File: config.mk
export PLATFORM = sky130hd
export DESIGN_NAME = cwbuf_reader
export DESIGN_NICKNAME = d
export VERILOG_FILES = /design/src/rtl/cnn_pkg.sv /design/src/rtl/sync_fifo.sv /design/src/rtl/cwbuf_reader.sv
export SDC_FILE = /design/constraint.sdc
export NUM_CORES = 1
export LEC_CHECK = 0
export CAP_MARGIN = 15
export CORE_MARGIN = 5
export CORE_UTILIZATION = 45
export DETAILED_ROUTE_END_ITERATION = 8
export GPL_TIMING_DRIVEN = 1
export HOLD_SLACK_MARGIN = 0.15
export PLACE_DENSITY_LB_ADDON = 0.08
export SLEW_MARGIN = 30
export SYNTH_ARGS = -nofsm -noshare
export SYNTH_HDL_FRONTEND = slang
export SYNTH_SLANG_ARGS = --single-unit
File: constraint.sdc
create_clock -name clk -period 6.9 [get_ports clk]
set_clock_uncertainty 0.1 [all_clocks]
set_input_delay 1.38 -clock clk [delete_from_list [all_inputs] [get_ports clk]]
set_output_delay 1.38 -clock clk [all_outputs]
set_load 0.03 [all_outputs]
File: src/rtl/cnn_pkg.sv
// Shared CNN datapath constants: element/beat geometry and SRAM address width,
// common to the weight DMA, its readers and the register slices.
package cnn_pkg;

  localparam int unsigned CNN_DW = 8;
  localparam int unsigned CNN_DN = 6;
  localparam int unsigned CNN_AW = 14;

  // Beat on the data stream: DN*DW payload bits plus first/last flags.
  function automatic int unsigned beat_w(input int unsigned dn, input int unsigned dw);
    return dn * dw + 2;
  endfunction

  localparam int unsigned CNN_BEAT_W = beat_w(CNN_DN, CNN_DW);

  typedef enum logic {
    FR_IDLE = 1'b0,
    FR_OPEN = 1'b1
  } frame_state_e;

endpackage

File: src/rtl/sync_fifo.sv
// Show-ahead synchronous FIFO with occupancy count; head word is visible on
// dout whenever empty is low. DEPTH must be a power of two, at least 2.
module sync_fifo #(
  parameter int unsigned WIDTH = 8,
  parameter int unsigned DEPTH = 2
) (
  input  logic                     clk,
  input  logic                     rst,
  input  logic                     push,
  input  logic [WIDTH-1:0]         din,
  input  logic                     pop,
  output logic [WIDTH-1:0]         dout,
  output logic [$clog2(DEPTH):0]   cnt,
  output logic                     full,
  output logic                     empty
);

  localparam int unsigned PW = $clog2(DEPTH);
  localparam int unsigned CW = PW + 1;

  logic [WIDTH-1:0] mem [DEPTH];
  logic [PW-1:0]    wr_ptr;
  logic [PW-1:0]    rd_ptr;

  // Storage is cleared too, so the head reads as zero straight out of reset.
  always_ff @(posedge clk or posedge rst) begin
    if (rst) begin
      for (int unsigned i = 0; i < DEPTH; i++) begin
        mem[i] <= '0;
      end
      wr_ptr <= '0;
      rd_ptr <= '0;
      cnt    <= '0;
    end else begin
      if (push) begin
        mem[wr_ptr] <= din;
        wr_ptr      <= wr_ptr + 1'b1;
      end
      if (pop) begin
        rd_ptr <= rd_ptr + 1'b1;
      end
      case ({push, pop})
        2'b10:   cnt <= cnt + 1'b1;
        2'b01:   cnt <= cnt - 1'b1;
        default: cnt <= cnt;
      endcase
    end
  end

  assign dout  = mem[rd_ptr];
  assign full  = (cnt == CW'(DEPTH));
  assign empty = (cnt == '0);

endmodule

File: src/rtl/cwbuf_reader.sv
// Conv-weight buffer reader: turns {addr,first,last} beats into SRAM reads and
// returns data beats in order under credit flow control. Optional frame
// checking is enabled by defining CWBUF_RD_FRAME_CHK_EN.
module cwbuf_reader
  import cnn_pkg::*;
#(
  parameter int unsigned DW = CNN_DW,
  parameter int unsigned DN = CNN_DN,
  parameter int unsigned AW = CNN_AW,
  parameter int unsigned FD = 2
) (
  input  logic                 clk,
  input  logic                 rst,
  input  logic [AW-1:0]        addr_m_addr,
  input  logic                 addr_m_first,
  input  logic                 addr_m_last,
  input  logic                 addr_m_valid,
  output logic                 addr_m_ready,
  output logic                 mem_ren,
  output logic [AW-1:0]        mem_raddr,
  input  logic [DN*DW-1:0]     mem_rdata,
  output logic [DN*DW-1:0]     rd_s_data,
  output logic                 rd_s_first,
  output logic                 rd_s_last,
  output logic                 rd_s_valid,
  input  logic                 rd_s_ready,
  output logic                 err
);

  localparam int unsigned BW = beat_w(DN, DW);
  localparam int unsigned CW = $clog2(FD) + 1;

  logic [CW-1:0] cnt;
  logic [CW:0]   credit_use;
  logic          inflight;
  logic          first_q;
  logic          last_q;
  logic [AW-1:0] raddr_q;
  logic          accept;
  logic          pop;
  logic          fifo_full;
  logic          fifo_empty;
  logic [BW-1:0] head;

  assign pop        = rd_s_valid & rd_s_ready;
  // Beats already owed downstream after this cycle's pop; one extra bit keeps
  // the sum from wrapping when cnt == FD.
  assign credit_use = (CW+1)'(cnt) + (CW+1)'(inflight) - (CW+1)'(pop);
  assign addr_m_ready = (credit_use < (CW+1)'(FD));
  assign accept     = addr_m_valid & addr_m_ready;

  always_comb begin
    mem_ren   = accept;
    mem_raddr = raddr_q;
    if (accept) begin
      mem_raddr = addr_m_addr;
    end
  end

  always_ff @(posedge clk or posedge rst) begin
    if (rst) begin
      inflight <= 1'b0;
      first_q  <= 1'b0;
      last_q   <= 1'b0;
      raddr_q  <= '0;
    end else begin
      inflight <= accept;
      if (accept) begin
        first_q <= addr_m_first;
        last_q  <= addr_m_last;
        raddr_q <= addr_m_addr;
      end
    end
  end

  sync_fifo #(
    .WIDTH (BW),
    .DEPTH (FD)
  ) u_fifo (
    .clk   (clk),
    .rst   (rst),
    .push  (inflight),
    .din   ({mem_rdata, first_q, last_q}),
    .pop   (pop),
    .dout  (head),
    .cnt   (cnt),
    .full  (fifo_full),
    .empty (fifo_empty)
  );

  assign rd_s_valid = ~fifo_empty;
  assign rd_s_data  = head[BW-1:2];
  assign rd_s_first = head[1];
  assign rd_s_last  = head[0];

  // The read return is pushed unconditionally; credit must have reserved room.
  a_no_overflow : assert property (@(posedge clk) disable iff (rst)
    !(inflight && fifo_full && !pop));

`ifdef CWBUF_RD_FRAME_CHK_EN
  frame_state_e frame_q;
  logic         err_q;

  always_ff @(posedge clk or posedge rst) begin
    if (rst) begin
      frame_q <= FR_IDLE;
      err_q   <= 1'b0;
    end else if (accept) begin
      if (addr_m_first ? (frame_q == FR_OPEN) : (frame_q == FR_IDLE)) begin
        err_q <= 1'b1;
      end
      if (addr_m_last) begin
        frame_q <= FR_IDLE;
      end else if (addr_m_first) begin
        frame_q <= FR_OPEN;
      end
    end
  end

  assign err = err_q;
`else
  assign err = 1'b0;
`endif

endmodule
# ---- After elaboration in Yosys (flattened, before gate mapping)
# Index checks and enable logic that the tools add are counted.
dict set report totals {
  register_bits 121
  memories 0
  out_inout_bits 68
  ramBits 0
  word_cells 37
  latch_bits 0
  romBits 0
}
dict set report classes {
  n_eq_ne 2
  n_mux 8
  n_lt_le_gt_ge 4
  bitwise 5
  n_div 0
  shift 0
  reduce_logical 3
  add_sub_neg 6
  multipliers 0
}
# operator n
set ops {}
lappend ops {{$mux W50} 4}
lappend ops {{$bwmux W100} 1}
lappend ops {{$demux W50 S1} 1}
lappend ops {{$mux W14} 1}
lappend ops {{$ge A2 B2 Y1 const B} 2}
lappend ops {{$not A1 Y2} 2}
lappend ops {{$pmux W2 S2} 1}
lappend ops {{$add A2 B1 Y3} 1}
lappend ops {{$lt A3 B2 Y1 const B} 1}
lappend ops {{$sub A3 B1 Y3} 1}
lappend ops {{$add A1 B1 Y1 const B} 2}
lappend ops {{$add A2 B1 Y2 const B} 1}
lappend ops {{$and A1 B1 Y1} 2}
lappend ops {{$eq A2 B1 Y1 const B} 1}
lappend ops {{$eq A2 B2 Y1 const B} 1}
lappend ops {{$logic_not A2 Y1} 1}
lappend ops {{$lt A2 B1 Y1 const B} 1}
lappend ops {{$reduce_bool A2 Y1} 1}
lappend ops {{$sub A2 B1 Y2 const B} 1}
lappend ops {{$logic_and A1 B1 Y1} 1}
lappend ops {{$not A1 Y1} 1}

# ---- Logic depth before layout (Yosys ltp)
dict set report depth {
  depth_word 7
  ltp_mapped 10
  mapped_depth_nobuf 8
}

# ---- Modules after synthesis
# From an unflattened synthesis, not the netlist that was laid out.
dict set report hier_totals {
  cells_unflattened 331
  hier_area_um2 5261.3
}
# mod seq_area_each_um2 instances cells_each area_each_um2
set modules_own_cells {}
lappend modules_own_cells {sync_fifo 2602.5 1 284 4500.6}
lappend modules_own_cells {cwbuf_reader 425.4 1 47 760.7}

# ---- Worst setup path before layout
# Ideal clock, no wire load.
dict set report synth_path {
  path_kind {input port to output port}
  startpoint {input port rd_s_ready}
  endpoint {output port mem_raddr[10]}
  arrival_time_ns 3.282
  setup_slack_ns 2.138
  path_buffers 2
  stages 9
  required_ns 5.420
  path_cell_list {and2_1 ha_1 nand2b_1 fa_1 xnor2_1 and3_1 buf_6 buf_12 mux2_4}
}
dict set report synth_via {
  elab_chain_cells 5
}
# item line
set synth_rtl {}
lappend synth_rtl {{from (decl)} cwbuf_reader.sv:26} ;# input logic rd_s_ready,
lappend synth_rtl {{$and A1 B1 Y1} cwbuf_reader.sv:45} ;# assign pop = rd_s_valid & rd_s_ready;
lappend synth_rtl {{$sub A3 B1 Y3} cwbuf_reader.sv:48} ;# assign credit_use = (CW+1)'(cnt) + (CW+1)'(inflight) - (CW+1)'(pop);
lappend synth_rtl {{$lt A3 B2 Y1} cwbuf_reader.sv:49} ;# assign addr_m_ready = (credit_use < (CW+1)'(FD));
lappend synth_rtl {{$and A1 B1 Y1} cwbuf_reader.sv:50} ;# assign accept = addr_m_valid & addr_m_ready;
lappend synth_rtl {{net mem_ren} cwbuf_reader.sv:19} ;# output logic mem_ren,
lappend synth_rtl {{$mux W14} cwbuf_reader.sv:55} ;# if (accept) begin
lappend synth_rtl {{to (decl)} cwbuf_reader.sv:20} ;# output logic [AW-1:0] mem_raddr,
# The timed path passes the listed nets, and every way through them passes these cells.

# ---- Worst setup path after layout
dict set report layout_path {
  startpoint {input port rd_s_ready}
  endpoint {output port mem_raddr[0]}
}
dict set report layout_via {
  elab_chain_cells 5
}
# item line
set layout_rtl {}
lappend layout_rtl {{$and A1 B1 Y1} cwbuf_reader.sv:45}
lappend layout_rtl {{net pop} cwbuf_reader.sv:40} ;# logic pop;
lappend layout_rtl {{$sub A3 B1 Y3} cwbuf_reader.sv:48}
lappend layout_rtl {{$lt A3 B2 Y1} cwbuf_reader.sv:49}
lappend layout_rtl {{$and A1 B1 Y1} cwbuf_reader.sv:50}
lappend layout_rtl {{$mux W14} cwbuf_reader.sv:55}
# The timed path passes the listed nets, and every way through them passes these cells.

==> results.md <==
- Critical Path Start: rd_s_ready
- Crit Path Class: in2out
- Minimum clock period: roughly 5900 ps
- Power Dens Cells: about 600 nW/µm²
- Post-Synth XOR/XNOR Area: approximately 1%
- Post-synthesis simple-gate area fraction: less than 1%
- CTS clk-pin slew, worst paths: roughly 50 ps
- #FFs+latches synth: between 100 and 150
- Final Setup Violations: 0
- Slowest cell on the critical path: clkdlybuf4s50_1
- Non-filler cells, final: between 600 and 700
- Max-slew headroom: 51.5%
- Layout cells sized above 1: ~43%
- Largest net degree at the start of global routing: 80
- # clock sinks: approximately 120
- FF-to-FF Start: u_fifo.cnt[1]
- DP Worst Slack: ~1000 ps
- Mean Syn Cell Area: about 16 µm²
- Main combinational cell family by area after synthesis: multiplexers
- Max cap viols: 0
- Setup TNS: 0 ps
- Synth top area cells: dfrtp_1 58%, mux2_2 34%, mux2_4 2.6%
- Req. time, crit path: 5420 ps
- CP max FO: 18
- Initial Util: between 40% and 50%
- Mapped Nets: 398
- Worst Path Buf+Inv: 3
- Antenna-violating nets left: 0
- Die area: around 14,000 µm²
- Worst R2R Setup Slack: around 4000 ps
- Setup bufs post-CTS: 0
- CP top delay family: buffers and inverters
- Post-synthesis sequential area ratio: 58.2%
- Reg2reg path depth: 9
- Post-CTS Resized: 0
- Synthesis-to-finish area growth: 39.5%
- Lkg Pwr: 3.06 nW
- Filler cells: a little under 900
- Worst hold path startpoint: raddr_q[9]
- Vias per inst: 5.01
- FMAX: about 170 MHz
- Levels on crit path: 10
- H-Tree Depth: 4
- Final #Nets: 537
- Maximum vdd ir drop: between 0.3 and 0.4 mV
- Wire per inst: 17.5 µm
- Clk_lat worst skew: around 400 ps
- Crit path largest cell delay: roughly 600 ps
- Mapped Area: 5200 µm²
- Post-synthesis compound-gate area fraction: 0%
- Global placement routability congestion: around 0.7
- Initial antenna violation count: 0
- Worst-Margin Slew: just over 700 ps
- Number of global-route vias before repair: 3,600
- Final hold vios: 0
- DRC: 0
- Core area: 11,400 µm²
- Placed Cells: a little under 600
- DRT Wirelength: 10.9 mm
- Adder-cell share of the synthesized area: less than 1%
- Height of the die: 118 µm
- Tcrit/Tclk final: 85.1%
- Core Rows: 39
- Hold crit path type: reg2reg
- CTS tree: yes
- Crit path arrival time: about 4400 ps
- Syn Inst Count: approximately 330
- Diodes inserted: 0
- Crit end category: primary output
- Slew Limit Fails: 0
- Total GRT Usage: ~16%
- Yosys top cell area share: between 50% and 60%
- RSZ-0062 raised after global routing: false
- Gr ovfl total: 0
- Cell taking the most area after synthesis: dfrtp_1
- Status: finished, final reports clean
- Setup crit end: mem_raddr[0]
- Vias post-DR: 3,116
- Drt pass-1 iters: 4
- DIE WIDTH: between 100 and 150 µm
- Clock buffer depth: 2
- Critical path cell sequence: clkdlybuf4s50_1 > and2_1 > ha_1 > nand2b_1 > fa_1 > xnor2_1 > and3_1 > buf_4 > mux2_2 > clkdlybuf4s50_1
- Syn. warnings: 0
- Fin worst setup slack: 1030 ps
- Crit start category: primary input
- Number of CTS-inserted buffers: 17
- Worst r2r dst: raddr_q[0]
- Root Buffer: clkbuf_16
- Mux contribution to synthesized area: 36.6%
- I/O Pins: around 140
- Hold_buf cts: 0
- Port bufs: about 130
- Cell variety after synth: 21
- First-pass GRT wire length: between 15 and 20 mm
- Hpwl dp: around 7 mm
- Most common cell type on the critical path: clkdlybuf4s50_1
- Initial drt markers: around 120
cell type report:
cell class / count / area, µm² / share of cell area (%)
well taps: 143 / 179 / 2.46
inverters: 3 / 16.3 / 0.224
repair buffers: 139 / 1380 / 19.0
flip-flops and latches: 121 / 3030 / 41.7
clock inverters: 8 / 90.1 / 1.24
multi-input cells: 184 / 2060 / 28.3
clock buffers: 24 / 512 / 7.05
flip-flops by register name, summed over array words and instances (netlist names):
register,flops
raddr_q,14
u_fifo.wr_ptr,1
u_fifo.cnt,2
u_fifo.rd_ptr,1
inflight,1
u_fifo.mem,100
first_q,1
last_q,1
layout by cell type (no fill, tap or decap), drive strengths merged, types with 2 or more instances in the layout:
cell	Yosys	layout
nor2	2	2
clkdlybuf4s50	0	134
mux2	166	166
clkbuf	1	24
and2	2	2
xnor2	3	3
buf	18	5
dfrtp	121	121
inv	3	3
bufinv	0	2
ha	2	2
clkinv	0	6
xor2	3	3
cell families after synthesis:
logic type                 count (synthesis)
adders and majority gates                  3
muxes                                    166
and+or+nand+nor                            8
DFF                                      121
xor gates and xnor gates                   6
buffers and inverters                     22
other                                      1
metal layers:
layer	vias to the layer above	GRT usage (%)	wire length [µm]
met1	1580	19.1	4590
li1	1440	-	-
met3	9	7.64	679
met4	0	5.16	95
met2	87	27.1	5520
met5	-	0	0
synth_stat cells:
cell	n
and2_2	1
nor2_1	2
xnor2_1	3
or2_2	1
mux2_2	157
nand2b_1	1
inv_1	3
dfrtp_1	121
clkbuf_1	1
fa_1	1
mux2_4	9
conb_1	1
buf_2	15
buf_12	1
xor2_1	3
buf_4	1
ha_1	2
nand2_1	1
and2_1	1
and3_1	1
buf_6	1
worst min path at each step:
stage	endpoint	depth (start not counted)
after global placement	u_fifo.mem[40]	1
after detailed placement	raddr_q[9]	1
final	raddr_q[9]	1
after global routing	u_fifo.mem[40]	1
after CTS	raddr_q[9]	1
after floorplan	u_fifo.wr_ptr	1
metrics by stage:
stage,power [mW],instance area [µm²],hold slack (ps),utilization [%]
after global placement,3.45,6660,381,58.6
after CTS,4.41,7260,392,63.9
after global routing,4.58,7260,406,63.9
final,4.35,7260,391,63.9
after detailed placement,3.51,6660,382,58.6
after floorplan,2.74,5200,363,-
power breakdown:
| part | internal [mW] | switching (mW) | total [mW] |
|---|---|---|---|
| sequential | 1.08 | 0.175 | 1.25 |
| clock | 0.585 | 0.291 | 0.876 |
| combinational | 1.12 | 1.10 | 2.22 |
(Power assumes the default switching activity.)
==> edit 1 (same settings) <==
The option `CWBUF_RD_FRAME_CHK_EN` is turned on by a define.
--- a/src/rtl/cwbuf_reader.sv
+++ b/src/rtl/cwbuf_reader.sv
@@ -1,6 +1,8 @@
 // Conv-weight buffer reader: turns {addr,first,last} beats into SRAM reads and
 // returns data beats in order under credit flow control. Optional frame
 // checking is enabled by defining CWBUF_RD_FRAME_CHK_EN.
+`define CWBUF_RD_FRAME_CHK_EN
+
 module cwbuf_reader
   import cnn_pkg::*;
 #(
Check against the original RTL: not equivalent (Yosys sat finds a counterexample within 4 cycles, from zero or initial values and one cycle with rst high).
==> edit 1 against the unedited design <==
Wire length grew 0.35%; sequential cell count grew 2; critical endpoint is now mem_raddr[13]; cell count grew 0.96%; area after synthesis grew 1.4%; sequential power grew 3%; total power grew 2.2%; worst setup slack lost 150 ps; global-route usage is essentially flat; design area grew 1.6%; maximum frequency shrank 2.5%.
==> edit 1: results <==
{
  "synthTopCellsByArea": "dfrtp_1 58%, mux2_2 34%, mux2_4 2.0%, buf_2 1.4%, xnor2_1 0.50%",
  "fillers": 874,
  "synth-seq-area-share": 0.5834,
  "wl_per_cell_um": 17.38,
  "synth_warnings": 0,
  "synth_common_cells": "158 x mux2_2, 123 x dfrtp_1, 15 x buf_2",
  "routabilityCongestion": 0.7226,
  "power.switching_mw": 1.584,
  "h-tree-depth": 4,
  "port_buffers": 135,
  "crit_fanout": 19,
  "grt.total_usage": 0.1645,
  "vias_per_cell": 5.043,
  "grt_max_degree": 69,
  "fin_crit_sh": 0.8730,
  "drtIter0Drc": 116,
  "synth_nets": 404,
  "nets": 545,
  "yosysUniqueCellTypes": 23,
  "critPathMaxStageDelay_ps": 610,
  "leakage_nw": 3.084,
  "grt_pass1_wl_um": 18400,
  "status": "complete, no violations",
  "ir_drop_mv": 0.3472,
  "grt_pass1_vias": 3640
}
[edit 1: changes by cell type in the layout (fill, tap and decap cells not counted), moves of 2 or more]
cell,unedited run,this run
clkinv_2,6,2
bufinv_16,2,4
clkbuf_8,6,4
dfrtp_1,120,122
mux2_4,9,7
o21ai_0,0,2
[edit 1: stage by stage]
| step | util | setup slack (ps) | area (sq um) | cells |
|---|---|---|---|---|
| finish | 0.6433 | 876.5 | 7377 | 628 |
| detailed placement | 0.5888 | 869.6 | 6751 | 598 |
| floorplan | - | 2096 | 5276 | 333 |
| CTS | 0.6433 | 851.2 | 7377 | 628 |
| global route | 0.6433 | 685.1 | 7377 | 628 |
| global placement | 0.5888 | 884.3 | 6751 | 598 |
[edit 1: path summary, 6_finish.rpt]
path	startpoint	endpoint	slack, ps	depth (start not counted)
max reg2reg	u_fifo.cnt[1]	raddr_q[2]	3750	8
min	err	err	380	1
max	rd_s_ready	mem_raddr[13]	880	9
max in group asynchronous	rst	u_fifo.mem[5]	4070	3
min in group asynchronous	rst	u_fifo.mem[86]	1400	2
min reg2reg	err	err	380	1
[edit 1: kinds of logic (layout without fill, tap and decap cells)]
group,after synthesis,after routing,share of synthesized area
xor+xnor,7,7,0.01305
fa+ha+maj,3,3,0.008536
mux,165,165,0.3571
buf+inv,20,172,0.02087
simple gates,11,11,0.01186
compound gates,4,4,0.005218
flops,123,123,0.5834
[edit 1: routing by layer]
layer  vias up  track usage  share of wire
li1       1463            -              -
met1      1609       0.2080           0.44
met2        87       0.2591           0.49
met3         8      0.06590          0.062
met4         0      0.05376         0.0081
met5         -            0              0
[edit 1: cell type report]
class | count | area (sq um) | share of cell area
tap | 143 | 178.9 | 0.02425
inverter | 3 | 13.76 | 0.001866
timing repair buffer | 139 | 1381 | 0.1872
multi-input combinational | 190 | 2098 | 0.2844
clock inverter | 7 | 137.6 | 0.01866
clock buffer | 23 | 488.0 | 0.06615
sequential | 123 | 3079 | 0.4174
[edit 1: power by group through the flow]
stage	Combinational, mW	Sequential (mW)	Clock, mW
after floorplan	1.55	1.22	0
after global placement	2.23	1.27	0
after detailed placement	2.24	1.30	0
after CTS	2.26	1.29	0.951
after global routing	2.37	1.34	0.984
final	2.22	1.29	0.930
[edit 1: worst register-to-register path: stages (launching register included)]
cell      delay [ps]
dfrtp_1          450
or2_2            340
and2_1           200
ha_1             270
nand2b_1         150
fa_1             400
xor2_2           200
nor2_4           500
mux2_2           430
==> edit 2 (same flow settings) <==
Made on the original files. The parameter `FD` goes from 2 to 1.
--- a/src/rtl/cwbuf_reader.sv
+++ b/src/rtl/cwbuf_reader.sv
@@ -7,7 +7,7 @@
   parameter int unsigned DW = CNN_DW,
   parameter int unsigned DN = CNN_DN,
   parameter int unsigned AW = CNN_AW,
-  parameter int unsigned FD = 2
+  parameter int unsigned FD = 1
 ) (
   input  logic                 clk,
   input  logic                 rst,
Formal check against the unedited RTL: not equivalent (Yosys sat finds a counterexample within 4 cycles, from zero or initial values and one cycle with rst high).
==> edit 2 against the unedited design <==
Register-to-register slack better by 890 ps; clock power down 63%; global-route usage down 0.28 points; design area down 41%; total power down 47%; wire length down 45%; sequential cell count down 51; worst setup slack better by 510 ps; area after synthesis down 49%; synthesized cell count down 52%; first-iteration DRC count down 81%; critical path depth down 3; cell count down 39%; worst hold slack worse by 26 ps.
==> edit 2: results <==
{
  "status": "complete, no violations",
  "pre_cts_slack_ps": 1245,
  "leakage_nw": 1.836,
  "wl_met1_um": 2498,
  "final_hold_viol_count": 0,
  "top_layer_used": "met4",
  "num_vias": 1748,
  "multi_input_area_sq_um": 872.1,
  "vias_per_cell": 4.624,
  "synth_nets": 227,
  "crit_fanout": 11,
  "max_slew_margin": 0.5655,
  "gr-usage-met1": 0.2091,
  "drive_above_1_share": 0.2838,
  "grt.met3_usage": 0.05203,
  "synth-seq-area-share": 0.6536,
  "grt.total_usage": 0.1617,
  "arrival_ps": 3880,
  "n_antenna_cell": 0,
  "reg_top3": "u_fifo.mem: 50 flops, raddr_q: 14 flops",
  "cts_setup_buffers": 0,
  "grt_pass1_wl_um": 9390,
  "hpwl_um": 4394,
  "numCtsBuffers": 9,
  "grt_pass1_vias": 1868,
  "yosysUniqueCellTypes": 15,
  "placed_area_sq_mm": 0.004078,
  "h-tree-depth": 3,
  "grt_util_met2": 0.2519,
  "synthTopCellsByArea": "dfrtp_1 65%, mux2_2 24%, mux2_4 5.0%, buf_2 0.93%, ha_1 0.93%",
  "wirelength_um": 5955,
  "clk_latency_ps": 320,
  "synth_common_cells": "70 x dfrtp_1, 57 x mux2_2, 9 x mux2_4",
  "nets": 368,
  "cp_top_family": "buffers and inverters",
  "synth_area_per_cell_sq_um": 17.07,
  "hold_class": "register to register",
  "holdPathStages": 1,
  "wl_met3_um": 586,
  "fillers": 411,
  "cts.clk_slew.worst_paths_ps": 70,
  "dr_wl_met2_um": 2817,
  "drtIter0Drc": 24,
  "routabilityCongestion": 0.6888,
  "grt_max_degree": 71,
  "ir_drop_mv": 0.3247,
  "worstRegToRegCells": 5,
  "post-place-cells": 360,
  "root_buffer": "clkbuf_8"
}
## edit 2: changes by cell type after synthesis, sizes merged, moves of 2 or more
cell / change
and2: -2
mux2: -100
xnor2: -3
dfrtp: -51
buf: -11
## edit 2: final timing paths
kind | from | end | slack, ps
worst min register to register | u_fifo.wr_ptr[0] | u_fifo.wr_ptr[0] | 360
max in group asynchronous | rst | raddr_q[0] | 4810
worst max register to register | u_fifo.cnt | raddr_q[13] | 4790
worst max-delay path | rd_s_ready | mem_raddr[13] | 1540
worst min-delay path | u_fifo.wr_ptr[0] | u_fifo.wr_ptr[0] | 360
min in group asynchronous | rst | u_fifo.mem[42] | 1350
## edit 2: final cells by class
cell class              count  area share
flip-flops and latches     70      0.4064
repair buffers            137      0.3202
multi-input cells          77      0.2023
clock buffers              13     0.03686
well taps                  75     0.02177
clock inverters             3    0.009869
inverters                   3    0.002612
## edit 2: worst register-to-register path, cell delays in order (launching register included)
cell and delay, ps:
dfrtp_1 390, nor2b_1 160, ha_1 320, nor3b_4 420, buf_6 250, mux2_2 360
## edit 2: power breakdown
part	leakage, nW	switching (mW)	internal, mW
Combinational	0.918	0.658	0.608
Clock	0.0996	0.142	0.187
Sequential	0.819	0.0909	0.622
Total	1.84	0.891	1.42
## edit 2: kinds of logic after synthesis
family | after synthesis | synth area share
other | 1 | 0.001399
flip-flops | 70 | 0.6536
multiplexers | 66 | 0.2899
adder cells (fa/ha/maj) | 2 | 0.009336
buffers and inverters | 10 | 0.02381
AND/OR/NAND/NOR | 5 | 0.01354
AO/OA/AOI/OAI | 1 | 0.001866
XOR/XNOR | 2 | 0.006537
